===== config.mk =====
export PLATFORM = sky130hd
export DESIGN_NAME = mem_arbiter
export DESIGN_NICKNAME = d
export VERILOG_FILES = /design/src/rtl/mem_arbiter.sv
export SDC_FILE = /design/constraint.sdc
export NUM_CORES = 1
export LEC_CHECK = 0
export BUFFER_PORTS_ARGS = -buffer_cell sky130_fd_sc_hd__buf_2
export CORE_ASPECT_RATIO = 1.2
export CORE_MARGIN = 2
export CORE_UTILIZATION = 35
export CTS_CLUSTER_SIZE = 20
export DETAILED_ROUTE_END_ITERATION = 8
export PLACE_DENSITY = 0.67
export SLEW_MARGIN = 20
export SYNTH_ARGS = -nofsm -noshare
export SYNTH_HDL_FRONTEND = slang
export SYNTH_SLANG_ARGS = --single-unit

===== constraint.sdc =====
create_clock -name clk -period 2.1 [get_ports clk]
set_input_delay 0.21 -clock clk [delete_from_list [all_inputs] [get_ports clk]]
set_output_delay 0.21 -clock clk [all_outputs]
set_load 0.01 [all_outputs]

===== src/rtl/mem_arbiter.sv =====
// Shares the single-ported unified memory between the fetch (IF) and memory (MEM)
// pipeline stages: one outstanding transaction, registered done pulses, flush discard, watchdog.
module mem_arbiter #(
  parameter int ADDR_W   = 16,
  parameter int DATA_W   = 16,
  parameter int MAX_WAIT = 15
) (
  input  logic              clk,
  input  logic              rst_n,
  input  logic              if_req,
  input  logic [ADDR_W-1:0] if_addr,
  input  logic              mem_req,
  input  logic              mem_wr,
  input  logic [ADDR_W-1:0] mem_addr,
  input  logic [DATA_W-1:0] mem_wdata,
  input  logic              flush,
  output logic              m_en,
  output logic              m_wr,
  output logic [ADDR_W-1:0] m_addr,
  output logic [DATA_W-1:0] m_wdata,
  input  logic              m_done,
  input  logic [DATA_W-1:0] m_rdata,
  output logic              if_done,
  output logic [DATA_W-1:0] if_rdata,
  output logic              mem_done,
  output logic [DATA_W-1:0] mem_rdata,
  output logic              stall_fetch,
  output logic              stall_mem,
  output logic              busy,
  output logic              err
);

  typedef enum logic [1:0] {IDLE, BUSY_IF, BUSY_MEM, ERR} state_t;

  localparam logic [7:0] WAIT_LIMIT = 8'(MAX_WAIT);

  state_t            state, state_n;
  logic              drop, drop_n;
  logic [7:0]        wait_cnt, wait_cnt_n;
  logic              wr_q, wr_n;
  logic              if_done_n, mem_done_n;
  logic [DATA_W-1:0] if_rdata_n, mem_rdata_n;
  logic              grant_mem, grant_if;

  // A requester whose done pulse is high is still holding its request, so it is skipped.
  assign grant_mem = rst_n && (state == IDLE) && mem_req && !mem_done;
  assign grant_if  = rst_n && (state == IDLE) && !grant_mem && if_req && !if_done && !flush;

  assign m_en    = grant_mem | grant_if;
  assign m_wr    = grant_mem & mem_wr;
  assign m_addr  = grant_mem ? mem_addr : (grant_if ? if_addr : '0);
  assign m_wdata = grant_mem ? mem_wdata : '0;

  assign stall_fetch = if_req & ~if_done;
  assign stall_mem   = mem_req & ~mem_done;
  assign busy        = (state != IDLE);
  assign err         = (state == ERR);

  always_comb begin
    state_n     = state;
    drop_n      = drop;
    wait_cnt_n  = wait_cnt;
    wr_n        = wr_q;
    if_done_n   = 1'b0;
    mem_done_n  = 1'b0;
    if_rdata_n  = if_rdata;
    mem_rdata_n = mem_rdata;
    case (state)
      IDLE: begin
        if (grant_mem) begin
          state_n    = BUSY_MEM;
          wait_cnt_n = '0;
          wr_n       = mem_wr;
        end else if (grant_if) begin
          state_n    = BUSY_IF;
          wait_cnt_n = '0;
          drop_n     = 1'b0;
        end
      end
      BUSY_IF: begin
        if (m_done) begin
          state_n = IDLE;
          drop_n  = 1'b0;
          if (!drop && !flush) begin
            if_done_n  = 1'b1;
            if_rdata_n = m_rdata;
          end
        end else begin
          if (flush) drop_n = 1'b1;
          wait_cnt_n = wait_cnt + 8'd1;
          if (wait_cnt_n == WAIT_LIMIT) state_n = ERR;
        end
      end
      BUSY_MEM: begin
        if (m_done) begin
          state_n    = IDLE;
          mem_done_n = 1'b1;
          if (!wr_q) mem_rdata_n = m_rdata;
        end else begin
          wait_cnt_n = wait_cnt + 8'd1;
          if (wait_cnt_n == WAIT_LIMIT) state_n = ERR;
        end
      end
      ERR: ;
      default: state_n = IDLE;
    endcase
  end

  always_ff @(posedge clk or negedge rst_n) begin
    if (!rst_n) begin
      state     <= IDLE;
      drop      <= 1'b0;
      wait_cnt  <= '0;
      wr_q      <= 1'b0;
      if_done   <= 1'b0;
      mem_done  <= 1'b0;
      if_rdata  <= '0;
      mem_rdata <= '0;
    end else begin
      state     <= state_n;
      drop      <= drop_n;
      wait_cnt  <= wait_cnt_n;
      wr_q      <= wr_n;
      if_done   <= if_done_n;
      mem_done  <= mem_done_n;
      if_rdata  <= if_rdata_n;
      mem_rdata <= mem_rdata_n;
    end
  end

endmodule


==> metrics.md, run 1 <==
| Metric | Value |
|---|---|
| Final period utilization | 96.8% |
| Die X | 79.8 microns |
| Layout area overhead | 44.5% |
| Syn Nets | 287 |
| Area share of the largest cell type after synthesis | 47.7% |
| Startpoint types | flip-flop |
| H-tree Lvls | 2 |
| CTS Buf Count | 5 |
| Clk root buf | clkbuf_8 |
| HPWL Detailed | 4570 microns |
| IO buf count | 142 |
| XOR/XNOR Fraction of Synth Area | 1.09% |
| CP Buf/Inv Count | 2 |
| Worst EP required | 1.89 ns |
| Overflow after GRT | 0 |
| Placed cell areas | 3250 sq um |
| Design area | 3490 sq um |
| Largest family of logic cells by synthesized area | multiplexers |
| Critical path's slowest cell | or3b_4 |
| Critical path arrival | 1.82 ns |
| Multiplexer share of the synthesized area | 16.6% |
| Fin nets | 441 |
| Ant. Diodes | 0 |
| Power Density | 1160 nW/um^2 |
| Final hold vios | 0 |
| Post-Route Utilization | 51.5% |
| Worst-path maximum fanout | 8 |
| Max Clock Freq | 492 MHz |
| Final ANT Viol Nets | 0 |
| Drt wl/cell | 14.1 microns |
| Leak Pwr | 1.81 nW |
| Endpoint class of the critical path | output port |
| First-pass GRT wire length | 9220 microns |
| CTS tree | done |
| CTS clk-pin slew, worst paths | 0.10 ns |
| Post-Route WL | 6360 microns |
| MaxCap Viol Count | 0 |
| Unique masters post-synth | 39 |
| Compound-Gate Fraction of Synth Area | 14.1% |
| Largest net degree at the start of global routing | 47 |
| Post-Syn Area per Cell | 11.5 sq um |
| Post-synth top cells | 46 x dfrtp_1, 33 x mux2_2, 21 x a22o_1, 18 x and2_1, 15 x nand2_1 |
| Height of the die | 95.0 microns |
| Worst min-delay path class | in -> async |
| Cells after Synth | 210 |
| IO Pins | 143 |
| Top_reg_cell synth | dfrtp_1 |
| Maximum vdd drop | 0.000769 V |
| Post-placement cell count | 435 |
| Yosys top cell by area | dfrtp_1 |
| Crit path max-delay family | simple AND/OR/NAND/NOR gates |
| Vias in the first global route | 1,986 |
| Final Skew | 0.0111 ns |
| RSZ-0062 raised after global routing | true |
| Worst path cell trace | or3b_4 -> nor3_4 -> buf_4 -> a22o_1 -> buf_2 |
| CTS Buffer Depth | 2 |
| Via density | 4.82 |
| Final Max Slew Viols | 0 |
| Pre-Repair DR Iteration Count | 4 |
| Rel. slew slack | 61.5% |
| Initial Utilization | 35.7% |
| Die area | 7580 sq um |
| Tmin final | 2.03 ns |
| Placer Congestion | 0.820 |
| Ys async rst share | 100% |
| Ranking of synthesized cells by area | dfrtp_1 48%, mux2_2 15%, a22o_1 7.6% |
| Worst-Margin Slew | 0.577 ns |
| Synth Area in Simple Gates | 14.0% |
| Post-synthesis sequential area ratio | 47.7% |
| Sink Count | 46 |
| Max incr delay on CP | 0.45 ns |
| Status | finished clean |
| Iter 0 DRT Violations | 108 |
| Final Non-Filler Cells | 452 |
| Vias | 2,177 |
| Final setup violation count | 0 |
| Std cell rows | 33 |
| Adder-cell share of the synthesized area | 3.11% |
| Syn. warnings | 0 |
| Crit Path Class | reg -> out |
| Tot GR Track Use | 15.1% |
| Post-synth EDFFs | 0 |
| Top-count cell post-synth | dfrtp_1 |
| Core area | 6770 sq um |
| Layout cells sized above 1 | 58.9% |
| #FFs+latches synth | 46 |
| Initial antenna violation count | 0 |
| Remaining routing DRC violations | 0 |
| Hold Slack | 0.0634 ns |
| Worst skew pair latency | 0.30 ns |
| Post-Syn Area | 2410 sq um |
==> area by class of cell <==
class | count | area, sq um
Timing Repair Buffer | 159 | 897
Tap cell | 87 | 109
Sequential cell | 46 | 1150
Multi-Input combinational cell | 146 | 1220
Clock buffer | 5 | 68.8
Inverter | 6 | 22.5
Clock inverter | 3 | 22.5
Fill cell | 633 | 3280
==> flip-flops by register name, summed over array words and instances (netlist names) <==
name,flops
if_rdata,16
wait_cnt,8
mem_done,1
if_done,1
state,2
wr_q,1
drop,1
mem_rdata,16
==> what timing repair did <==
item | 4_1_cts | 5_1_grt
gates cloned | 0 | 4
resized for setup | 2 | 11
pin swaps | 0 | 2
setup buffers | 2 | 3
endpoints found under the setup margin | 33 | 33
hold buffers | 0 | 0
endpoints found under the hold margin | 0 | 0
==> report_power, final <==
part | switching, mW | internal (mW)
Clock | 0.325 | 0.241
Combinational | 0.980 | 1.05
Sequential | 0.210 | 1.26
==> stage by stage <==
step	setup TNS [ns]	setup WS (ns)	power, mW
finish	0	0.0669	4.06
global route	-0.189	-0.0184	4.36
CTS	0	0.0209	3.94
detailed placement	0	0.109	3.34
global placement	0	0.164	3.29
floorplan	0	0.203	2.59
==> worst register-to-register path, cell delays in order, from the launching register on <==
cell     delay [ns]
dfrtp_1        0.41
or3b_4         0.45
a311o_1        0.51
or3_1          0.37
o21ai_0        0.09
a31oi_1        0.06
==> worst paths after layout <==
kind	start	end	slack, ns	depth (start not counted)
max in group asynchronous	rst_n	if_rdata[12]	1.64	2
min	rst_n	if_rdata[1]	0.06	2
max	if_done	m_addr[8]	0.07	5
min in group clk	m_rdata[7]	mem_rdata[7]	0.14	2
max reg2reg	if_done	state[1]	0.10	5
min reg2reg	mem_rdata[14]	mem_rdata[14]	0.51	1
==> cell families (layout without fill, tap and decap cells) <==
group	after synthesis	in the layout
AND/OR/NAND/NOR	59	59
buffers and inverters	18	173
multiplexers	36	36
XOR/XNOR	3	3
flip-flops	46	46
AO/OA/AOI/OAI	42	42
adder cells (fa/ha/maj)	6	6
==> layout by cell type (no fill, tap or decap), types with 4 or more instances in the layout <==
| cell | synthesis | final |
|---|---|---|
| and2_1 | 18 | 18 |
| a22o_1 | 21 | 21 |
| ha_1 | 6 | 5 |
| a21oi_1 | 4 | 4 |
| nand3_1 | 4 | 4 |
| o21ai_0 | 7 | 7 |
| nand2_1 | 15 | 14 |
| buf_4 | 0 | 11 |
| clkbuf_8 | 0 | 5 |
| inv_1 | 6 | 4 |
| buf_2 | 5 | 142 |
| dfrtp_1 | 46 | 46 |
| mux2_2 | 33 | 33 |
==> layer usage <==
| layer | vias up | wire (microns) | track usage [%] |
|---|---|---|---|
| li1 | 1061 | - | - |
| met1 | 1026 | 2630 | 18.6 |
| met2 | 85 | 3150 | 26.0 |
| met3 | 5 | 529 | 4.78 |
| met4 | 0 | 46 | 3.39 |
| met5 | - | 0 | 0 |
Note: power is estimated with default switching activity, not from simulation.
==> run 2, diff against run 1 <==
CORE_UTILIZATION = 44   (was 35)
PLACE_DENSITY = 0.81   (was 0.67)
==> run 2 against run 1 <==
- via count up 0.46%
- highest routed layer unchanged
- wire length down 3.8%
- worst setup slack better by 0.052 ns
- clock skew down 0.0022 ns
- non-clock buffer count down 6
- sequential cell count unchanged
- worst hold slack better by 0.093 ns
==> metrics.md, run 2 (synthesis results as in run 1) <==
| Metric | Value |
|---|---|
| Design area | 3350 sq um |
| CTS clk-pin slew, worst paths | 0.09 ns |
| Largest net degree at the start of global routing | 46 |
| CTS tree | done |
| Hold Slack | 0.157 ns |
| Worst Hold Depth | 2 |
| Worst min-delay path class | in -> reg |
| IO Pins | 143 |
| Critical path's slowest cell | dfrtp_2 |
| Worst path cell trace | inv_2 -> ha_4 -> nand2_2 -> nor3_4 -> buf_6 -> a22o_1 -> buf_2 |
| Endpoint class of the critical path | output port |
| Critical path arrival | 1.77 ns |
| Worst setup margin | 0.119 ns |
| Tot Pwr | 3.88 mW |
| Worst EP required | 1.89 ns |
| Post-Route WL | 6110 microns |
| IO buf count | 142 |
| Initial Utilization | 45.6% |
| Max incr delay on CP | 0.45 ns |
| Crit Path Class | reg -> out |
| Max Clock Freq | 505 MHz |
| Clk root buf | clkbuf_8 |
| CTS Buffer Depth | 2 |
| HPWL Detailed | 4630 microns |
| Final period utilization | 94.4% |
| Post-placement cell count | 408 |
| Initial antenna violation count | 0 |
| Reg-to-Reg End | state[1] |
| Status | finished clean |
| Number of fill cells | 445 |
| Placer Congestion | 0.857 |
| Worst-Margin Slew | 0.564 ns |
| Register area | 1150 sq um |
| Overflow after GRT | 0 |
| Post-Route Utilization | 63.3% |
| Multi-input logic area | 1210 sq um |
| R2r startpoint | state[1] |
| Sink Count | 46 |
| Iter 0 DRT Violations | 133 |
| First-pass GRT wire length | 9940 microns |
| Final ANT Viol Nets | 0 |
| Most frequent cells in the layout | 142 x buf_2, 45 x dfrtp_1, 33 x mux2_2, 21 x a22o_1, 18 x and2_1 |
| Placed cell areas | 3190 sq um |
| Layout cells sized above 1 | 57.8% |
| Biggest regs | if_rdata: 16 flops, mem_rdata: 16 flops, wait_cnt: 8 flops |
| Tot GR Track Use | 20.2% |
| Layout area overhead | 38.9% |
| Vias | 2,187 |
| Die X | 71.6 microns |
| CTS Buf Count | 5 |
| Tmin final | 1.98 ns |
| Worst slack at placement | 0.0477 ns |
| Final Max Slew Viols | 0 |
| Leak Pwr | 1.75 nW |
| Die area | 6100 sq um |
| Worst-path maximum fanout | 8 |
| RSZ-0062 raised after global routing | false |
| Power Density | 1160 nW/um^2 |
| Hold wc startpoint | m_rdata[4] |
| Maximum vdd drop | 0.000804 V |
| Core area | 5300 sq um |
| Via density | 5.21 |
| Drt wl/cell | 14.6 microns |
| Ant. Diodes | 0 |
| Final Non-Filler Cells | 420 |
| Fin nets | 435 |
| Commonest non-fill, non-tap cell in the layout | buf_2 |
| R2R Setup Slk | 0.18 ns |
| Startpoint types | flip-flop |
| Height of the die | 85.2 microns |
| Final hold vios | 0 |
| MaxCap Viol Count | 0 |
| Pre-Repair DR Iteration Count | 4 |
| Setup TNS | 0 ns |
| Final Skew | 0.00898 ns |
| Hold endpoint | mem_rdata[4] |
| FF-to-FF path depth | 7 |
| Remaining routing DRC violations | 0 |
| Worst skew pair latency | 0.29 ns |
| Rel. slew slack | 62.4% |
| H-tree Lvls | 2 |
| Vias in the first global route | 2,189 |
| Final setup violation count | 0 |
| Std cell rows | 29 |
-- run 2: cell types whose count changed in the layout (fill, tap and decap cells not counted), sizes merged --
cell	previous run	this run
buf	157	151
inv	8	6
clkinvlp	0	2
clkinv	1	0
clkbuf	7	6
dlygate4sd3	0	1
-- run 2: timing repair --
| action | CTS | global route |
|---|---|---|
| setup buffers | 1 | 1 |
| endpoints found under the setup margin | 23 | 35 |
| hold buffers | 1 | 0 |
| pin swaps | 1 | 1 |
| resized for setup | 6 | 7 |
| gates cloned | 1 | 1 |
| endpoints found under the hold margin | 1 | 0 |
-- run 2: worst max path at each step --
stage                        start          to  slack, ns  cells after the start
after detailed placement  state[0]    state[1]       0.05                      7
final                     state[0]   m_addr[5]       0.12                      7
after CTS                 state[0]   m_addr[8]      0.005                      7
after global routing      state[1]   m_addr[5]       0.01                      7
after global placement    state[0]    state[1]       0.12                      7
after floorplan           state[0]  m_addr[12]       0.20                      6
-- run 2: routing by layer --
layer / vias to the layer above / global-route usage [%] / wire [microns]
met5: - / 0 / 0
met3: 2 / 5.58 / 559
li1: 1047 / - / -
met4: 0 / 4.63 / 25
met1: 1031 / 24.3 / 2460
met2: 107 / 35.6 / 3070
-- run 2: power breakdown --
part / leakage, nW / switching, mW / internal (mW)
registers: 0.571 / 0.233 / 1.26
logic: 1.14 / 0.930 / 0.934
clock network: 0.0362 / 0.287 / 0.227
-- run 2: cell type report --
| class | count | share of cell area (%) |
|---|---|---|
| Multi-Input combinational cell | 146 | 36.1 |
| Sequential cell | 46 | 34.4 |
| Timing Repair Buffer | 153 | 24.1 |
| Tap cell | 62 | 2.31 |
| Clock buffer | 5 | 2.05 |
| Inverter | 6 | 0.671 |
| Clock inverter | 2 | 0.448 |
-- run 2: critical path: cells and delay by family, from the launching register on --
family,cells,cell delay [ns]
fa+ha+maj,1,0.17
compound gates,1,0.13
buf+inv,3,0.38
simple gates,2,0.35
flops,1,0.45
==> run 3, diff against run 2 <==
ABC_AREA = 1   (was default)
==> run 3 against run 2 <==
- worst hold slack better by 0.0033 ns
- design area up 0.56%
- via count up 17%
- clock power up 6.8%
- critical endpoint is now m_addr[15]
==> metrics.md, run 3 <==
| Metric | Value |
|---|---|
| CTS clk-pin slew, worst paths | 0.08 ns |
| Ys async rst share | 100% |
| Overflow after GRT | 0 |
| HPWL Detailed | 4900 microns |
| Biggest regs | if_rdata: 16 flops, mem_rdata: 16 flops, wait_cnt: 8 flops |
| Clk root buf | clkbuf_8 |
| Top-count cell post-synth | nand2_1 |
| Worst min-delay path class | in -> reg |
| CTS tree | done |
| CTS Buffer Depth | 2 |
| Largest net degree at the start of global routing | 46 |
| Post-placement cell count | 524 |
| Crit Path Class | reg -> out |
| Post-Route WL | 6500 microns |
| DR top layer | met4 |
| Multi-input logic area | 1020 sq um |
| Post-synth top cells | 80 x nand2_1, 65 x inv_1, 46 x dfrtp_1, 36 x o21ai_1, 27 x nor2_1 |
| Vias | 2,550 |
| Final ANT Viol Nets | 0 |
| Initial Utilization | 45.7% |
| Iter 0 DRT Violations | 95 |
| Post-Syn Area | 2440 sq um |
| Drt wl/cell | 12.1 microns |
| Top_reg_cell synth | dfrtp_1 |
| Most frequent cells in the layout | 142 x buf_2, 80 x nand2_1, 65 x inv_1, 46 x dfrtp_1, 42 x o21ai_1 |
| Number of fill cells | 476 |
| Placer Congestion | 0.865 |
| Core area | 5330 sq um |
| Metal2 WL | 3210 microns |
| Tot Pwr | 3.69 mW |
| H-tree Lvls | 2 |
| Post-Syn Area per Cell | 7.46 sq um |
| Worst-Margin Slew | 0.556 ns |
| Final Non-Filler Cells | 536 |
| Via density | 4.76 |
| Yosys top cell by area | dfrtp_1 |
| Fin nets | 550 |
| RSZ-0062 raised after global routing | false |
| Startpoint types | flip-flop |
| Final setup violation count | 0 |
| FF-to-FF path depth | 10 |
| Post-Route M1 WL | 2520 microns |
| Post-synth EDFFs | 0 |
| Power Density | 1090 nW/um^2 |
| Hold Slack | 0.160 ns |
| Final Skew | 0.00478 ns |
| Maximum vdd drop | 0.000747 V |
| Post-Route Utilization | 63.2% |
| Register area | 1150 sq um |
| Unique masters post-synth | 24 |
| Std cell rows | 29 |
| Cells after Synth | 327 |
| Layout area overhead | 38.3% |
| Final Max Slew Viols | 0 |
| Height of the die | 85.6 microns |
| Worst-path maximum fanout | 9 |
| Area share of the largest cell type after synthesis | 47.2% |
| Final hold vios | 0 |
| IO buf count | 142 |
| Ranking of synthesized cells by area | dfrtp_1 47%, nand2_1 12%, inv_1 10% |
| Initial antenna violation count | 0 |
| Leak Pwr | 2.08 nW |
| Worst skew pair latency | 0.29 ns |
| Die X | 72.0 microns |
| Syn. warnings | 0 |
| Tmin final | 2.01 ns |
| Ant. Diodes | 0 |
| MaxCap Viol Count | 0 |
| Status | finished clean |
| Met3 wire len | 616 microns |
| Rel. slew slack | 63.0% |
| Worst EP required | 1.89 ns |
| Final period utilization | 95.9% |
| Pre-Repair DR Iteration Count | 5 |
| IO Pins | 143 |
| Tot GR Track Use | 19.9% |
| Max Clock Freq | 497 MHz |
| CTS Buf Count | 5 |
| Remaining routing DRC violations | 0 |
| Worst Hold Depth | 2 |
| Critical path arrival | 1.80 ns |
| Setup TNS | 0 ns |
| Endpoint class of the critical path | output port |
| First-pass GRT wire length | 9760 microns |
| Post-synthesis sequential area ratio | 47.2% |
| Syn Nets | 404 |
| Layout cells sized above 1 | 36.5% |
| Sink Count | 46 |
| Die area | 6160 sq um |
| #FFs+latches synth | 46 |
| Commonest non-fill, non-tap cell in the layout | buf_2 |
| Vias in the first global route | 2,259 |
run 3: power by group:
group	switching [mW]	leakage, nW	total, mW	internal (mW)
clock	0.283	0.0482	0.549	0.266
sequential	0.212	0.589	1.44	1.23
combinational	1.00	1.45	1.70	0.696
total	1.50	2.08	3.69	2.19
run 3: cell families (layout without fill, tap and decap cells):
| logic type | Yosys count | in the layout | share of synthesized area (%) |
|---|---|---|---|
| adders and majority gates | 6 | 6 | 3.08 |
| DFF | 46 | 46 | 47.2 |
| buffers and inverters | 81 | 227 | 12.9 |
| AOI/OAI and AO/OA | 64 | 64 | 13.5 |
| and+or+nand+nor | 129 | 130 | 22.9 |
| xor gates and xnor gates | 1 | 1 | 0.359 |
run 3: path summary, 6_finish.rpt:
check | startpoint | endpoint | slack [ns]
worst min-delay path | flush | if_done | 0.16
max in group asynchronous | rst_n | wait_cnt[2] | 1.08
worst min register to register | drop | if_done | 0.49
worst max-delay path | state[0] | m_addr[15] | 0.09
min in group asynchronous | rst_n | if_done | 0.28
worst max register to register | state[0] | wait_cnt[4] | 0.17
run 3: through the flow:
stage | cell area (sq um) | setup WS (ns)
finish | 3370 | 0.0865
floorplan | 2440 | 0.408
detailed placement | 3210 | 0.123
global route | 3370 | 0.00912
global placement | 3210 | 0.202
CTS | 3320 | 0.0202
run 3: repair_timing:
action | 4_1_cts | 5_1_grt
endpoints found under the hold margin | 1 | 0
gates resized for setup | 7 | 9
gates cloned | 0 | 1
setup endpoints to repair | 4 | 16
hold buffers | 1 | 0
pin swaps | 0 | 0
buffers inserted | 0 | 2
run 3: area by class of cell:
class,count,area share (%)
clock buffer,7,2.56
clock inverter,1,0.148
inverter,70,8.01
multi-input combinational,201,30.2
sequential,46,34.1
tap,62,2.30
timing repair buffer,149,22.7
run 3: layer usage:
metal / GRT usage, % / vias to the layer above
li1: - / 1289
met2: 37.4 / 127
met5: 0 / -
met1: 21.7 / 1124
met4: 6.35 / 0
met3: 4.94 / 10
run 3: critical path, cell delays in order (launching register included):
cell and delay [ns]:
dfrtp_1 0.42, inv_1 0.14, ha_4 0.18, nand2_1 0.08, nor2_4 0.16, nand3b_4 0.16, o21ai_2 0.21, buf_2 0.16
